File: config.mk
export PLATFORM = sky130hd
export DESIGN_NAME = mux_scan
export DESIGN_NICKNAME = d
export VERILOG_FILES = /design/src/rtl/mux_scan_pkg.sv /design/src/rtl/mux_scan_tick_gen.sv /design/src/rtl/mux_scan.sv
export SDC_FILE = /design/constraint.sdc
export NUM_CORES = 1
export LEC_CHECK = 0
export ABC_AREA = 1
export CAP_MARGIN = 20
export CORE_MARGIN = 2
export CORE_UTILIZATION = 43
export CTS_CLUSTER_SIZE = 14
export DETAILED_ROUTE_END_ITERATION = 6
export PLACE_DENSITY = 0.81
export SETUP_SLACK_MARGIN = 0.02
export SLEW_MARGIN = 20
export SYNTH_ARGS = -nofsm -noshare
export SYNTH_HDL_FRONTEND = slang
export SYNTH_HIERARCHICAL = 1
export SYNTH_SLANG_ARGS = --single-unit
File: constraint.sdc
create_clock -name clk_out -period 2.58 [get_ports clk_out]
set_input_delay 0.516 -clock clk_out [delete_from_list [all_inputs] [get_ports clk_out]]
set_output_delay 0.516 -clock clk_out [all_outputs]
set_load 0.03 [all_outputs]
File: src/rtl/mux_scan_pkg.sv
// Shared helpers for the time-multiplexed channel scanner.
// Width helpers and the one-hot channel select encoder.
package mux_scan_pkg;

    localparam int MAX_CH = 32;

    function automatic int idx_w(input int n);
        return (n > 1) ? $clog2(n) : 1;
    endfunction

    function automatic int cnt_w(input int div);
        return (div > 1) ? $clog2(div) : 1;
    endfunction

    // Out-of-range index yields all-zero, so a bad index can never light two pins
    function automatic logic [MAX_CH-1:0] onehot(
        input int unsigned index,
        input int unsigned n
    );
        if (index < n)
            return MAX_CH'(1) << index;
        return '0;
    endfunction

endpackage

File: src/rtl/mux_scan_tick_gen.sv
// Prescaler: pulses tick once every DIV enabled clocks.
// The count freezes while en is low and resumes where it stopped.
module tick_gen
    import mux_scan_pkg::*;
#(
    parameter int DIV = 4
) (
    input  logic clk_out,
    input  logic rst,
    input  logic en,
    output logic tick
);

    localparam int CNT_W = cnt_w(DIV);

    logic [CNT_W-1:0] cnt;

    assign tick = en && (cnt == CNT_W'(DIV - 1));

    always_ff @(posedge clk_out) begin
        if (rst)
            cnt <= '0;
        else if (en)
            cnt <= tick ? '0 : cnt + CNT_W'(1);
    end

endmodule

File: src/rtl/mux_scan.sv
// Time-multiplexing scanner: rotates CHANNELS words onto w with one-hot sel.
// Define MUX_SCAN_DEADTIME_EN to insert one blank cycle between channels.
module mux_scan
    import mux_scan_pkg::*;
#(
    parameter int WIDTH    = 4,
    parameter int CHANNELS = 4,
    parameter int DIV      = 4
) (
    input  logic                        clk_out,
    input  logic                        rst,
    input  logic                        en,
    input  logic [CHANNELS*WIDTH-1:0]   data,
    output logic [WIDTH-1:0]            w,
    output logic [CHANNELS-1:0]         sel,
    output logic [$clog2(CHANNELS)-1:0] idx,
    output logic                        wrap
);

    localparam int IDX_W = idx_w(CHANNELS);

    logic [IDX_W-1:0] index;
    logic             tick;
    logic             blank;
    logic             run;
    logic             pend;

`ifdef MUX_SCAN_DEADTIME_EN
    // tick cannot fire while blank is set, so the flag lasts exactly one clock
    always_ff @(posedge clk_out) begin
        if (rst)
            blank <= 1'b0;
        else
            blank <= tick;
    end
`else
    assign blank = 1'b0;
`endif

    assign run = en && !blank;

    tick_gen #(
        .DIV(DIV)
    ) u_tick (
        .clk_out(clk_out),
        .rst    (rst),
        .en     (run),
        .tick   (tick)
    );

    always_ff @(posedge clk_out) begin
        if (rst)
            index <= '0;
        else if (tick)
            index <= (index == IDX_W'(CHANNELS - 1)) ? '0 : index + IDX_W'(1);
    end

    // pend remembers a CHANNELS-1 -> 0 advance until channel 0 is actually shown
    always_ff @(posedge clk_out) begin
        if (rst) begin
            w    <= '0;
            sel  <= '0;
            idx  <= '0;
            wrap <= 1'b0;
            pend <= 1'b0;
        end else begin
            if (run) begin
                w   <= data[int'(index)*WIDTH +: WIDTH];
                sel <= CHANNELS'(onehot(32'(index), CHANNELS));
                idx <= index;
            end else begin
                w   <= '0;
                sel <= '0;
            end
            wrap <= run && pend && (index == '0);
            if (tick && (index == IDX_W'(CHANNELS - 1)))
                pend <= 1'b1;
            else if (run && (index == '0))
                pend <= 1'b0;
        end
    end

endmodule

==> flow_metrics.env <==
export IMPL_status="completed"
export IMPL_drcViolationCount=0
export IMPL_drt_wl_total_um=1500
export IMPL_dp_cells=139
export IMPL_critPathBufInv=1
export IMPL_dpl_instance_area_um2=986
export IMPL_wl_per_cell_um=10.5
export IMPL_hpwl_um=1160
export IMPL_grt_max_degree=14
export IMPL_routed_via_density=4.62
export IMPL_grt_pass1_wl_um=2440
export IMPL_r2r_end="index[1]"
export IMPL_hold_ws_ns=0.445
export IMPL_synth_area_um2=706
export IMPL_cts_resized_gates=0
export IMPL_die_h_um=44.5
export IMPL_cts_buffers_inserted=3
export IMPL_cp_arrival_ns=1.30
export IMPL_post_route_util_pct=67.1
export IMPL_stdcell_count=143
export IMPL_vias=661
export IMPL_finClkSkew_ns=0.00362
export IMPL_drtIter0Drc=0
export IMPL_slowest_delay_ns=0.67
export IMPL_max_freq_mhz=550
export IMPL_peakVddDrop_v=0.000423
export IMPL_crit_chain="clkdlybuf4s50_1"
export IMPL_power_density_nw_per_um2=501
export IMPL_drive_gt1_share_pct=7.87
export IMPL_syn_num_nets=119
export IMPL_die_w_um=44.5
export IMPL_syn_mean_instance_area_um2=7.28
export IMPL_critPathCapture="idx[1]"
export IMPL_htreeDepth=1
export IMPL_tightest_slew_ns=0.437
export IMPL_io_buffers=29
export IMPL_slew_headroom_pct=70.8
export IMPL_cp_top_family="buffers and inverters"
export IMPL_hold_buffers=0
export IMPL_cts_sinks=16
export IMPL_crit_type="reg2out"
export IMPL_dr_pass1_iters=1
export IMPL_timing_rr_start="index[0]"
export IMPL_cts_root_buf="clkbuf_4"
export IMPL_gp_routability_congestion=0.685
export IMPL_design_area_um2=1020
export IMPL_p_leak_nw=0.465
export IMPL_antenna_found_initial=0
export IMPL_grt_pass1_vias=601
export IMPL_postCtsSetupRepairBufs=0
export IMPL_rsz0062_at_grt="false"
export IMPL_gr_total_overflow=0
export IMPL_cts_tree="yes"
export IMPL_rows=14
export IMPL_ant_nets=0
export IMPL_initial_core_util_pct=46.3
export IMPL_crit_slowest_cell="clkdlybuf4s50_1"
export IMPL_antenna_cells=0
export IMPL_clk_path_buf_depth=2
export IMPL_syn2layout_area_growth_pct=44.9
export IMPL_nets=150
export IMPL_worstSetupEndpointType="output port"
export IMPL_r2r_setup_slack_ns=1.11
export IMPL_reg2reg_depth=4
export IMPL_clkTransAtPathRegs_ns=0.09
export IMPL_syn_inst=97
export IMPL_hold_violations=0
export IMPL_tns_ns=0
export IMPL_hold_class="reg2reg"
export IMPL_final_setup_viol_count=0
export IMPL_synth_warnings=6
export IMPL_yosysSeqAreaShare_pct=45.4
export IMPL_clk_latency_ns=0.29
export IMPL_start_kind="flip-flop"
export IMPL_fin_crit_sh_pct=70.5
export IMPL_ys_seq_elements=16
export IMPL_grt_usage_pct=16.9
export IMPL_io_pins=30
export IMPL_required_ns=2.06
export IMPL_core_um2=1520
export IMPL_worstPathMaxFanout=2
export IMPL_critical_path_startpoint="idx[1]"
export IMPL_fin_crit_ns=1.82
export IMPL_slew_viol_final=0
export IMPL_cp_depth=1
export IMPL_maxCapViolations=0
export IMPL_dieArea_um2=1980
export IMPL_yosysUniqueCellTypes=15
power by group:
part           leakage (nW)  internal [mW]  switching [mW]
clock                0.0210         0.0860          0.0811
sequential            0.131          0.256         0.00563
combinational         0.313         0.0446          0.0391
total                 0.465          0.386           0.126
metrics by stage:
stage                     power [mW]  worst slack [ns]
after floorplan                0.307              1.44
after global placement         0.349             0.924
after detailed placement       0.351             0.898
after CTS                      0.518             0.748
after global routing           0.538             0.704
final                          0.512             0.762
layout by cell type (no fill, tap or decap), types with 2 or more instances in the layout:
master and n:
inv_2 4, clkdlybuf4s50_1 29, ha_1 3, nor2_1 8, nand2_1 37, o21ai_0 4, dfxtp_1 16, inv_1 7
clkbuf_4 3, nand4_1 2, nor3_1 2, nand3_1 3, a21oi_1 6
metal layers:
metal | vias up | share of wire (%) | track usage (%)
li1 | 359 | - | -
met1 | 277 | 45 | 19.7
met2 | 21 | 47 | 29.9
met3 | 4 | 6.6 | 2.86
met4 | 0 | 1.3 | 7.27
met5 | - | 0 | 0
state kept, by name, summed over array words and instances, names as in the netlist:
signal      count
sel             4
w               4
idx             2
index           2
u_tick/cnt      2
pend            1
wrap            1
final cells by class:
class | count | area [um^2]
sequential | 16 | 320
fill | 147 | 502
inverter | 11 | 41.3
timing repair buffer | 29 | 290
multi-input combinational | 67 | 314
tap | 16 | 20.0
clock buffer | 4 | 36.3
synth_stat cells:
library cell	number	share of area (%)
a21oi_1	6	4.3
a21oi_2	1	1.2
buf_4	1	1.1
buf_6	2	3.2
dfxtp_1	16	45
ha_1	3	5.3
inv_1	7	3.7
inv_2	4	2.1
nand2_1	37	20
nand3_1	3	2.1
nand4_1	2	1.8
nor2_1	8	4.3
nor2_4	1	1.6
nor3_1	2	1.4
o21ai_0	4	2.8
how the worst min path moves through the flow:
stage / from / to / cells after the start
after CTS: pend / wrap / 2
after global placement: pend / wrap / 2
after global routing: pend / wrap / 2
after floorplan: pend / wrap / 2
final: pend / wrap / 2
after detailed placement: pend / wrap / 2
worst reg2reg max path: cells and delay by family (launching register included):
family,cells,cell delay [ns]
flops,1,0.60
fa+ha+maj,1,0.34
compound gates,2,0.22
buf+inv,1,0.21
logic make-up (layout without fill, tap and decap cells):
kind of cell,after synthesis,count (layout),synth area share [%]
compound gates,11,11,8.33
fa+ha+maj,3,3,5.32
buf+inv,14,44,10.1
flops,16,16,45.4
simple gates,53,53,30.8
No activity file was read; power rests on OpenSTA's default activity.
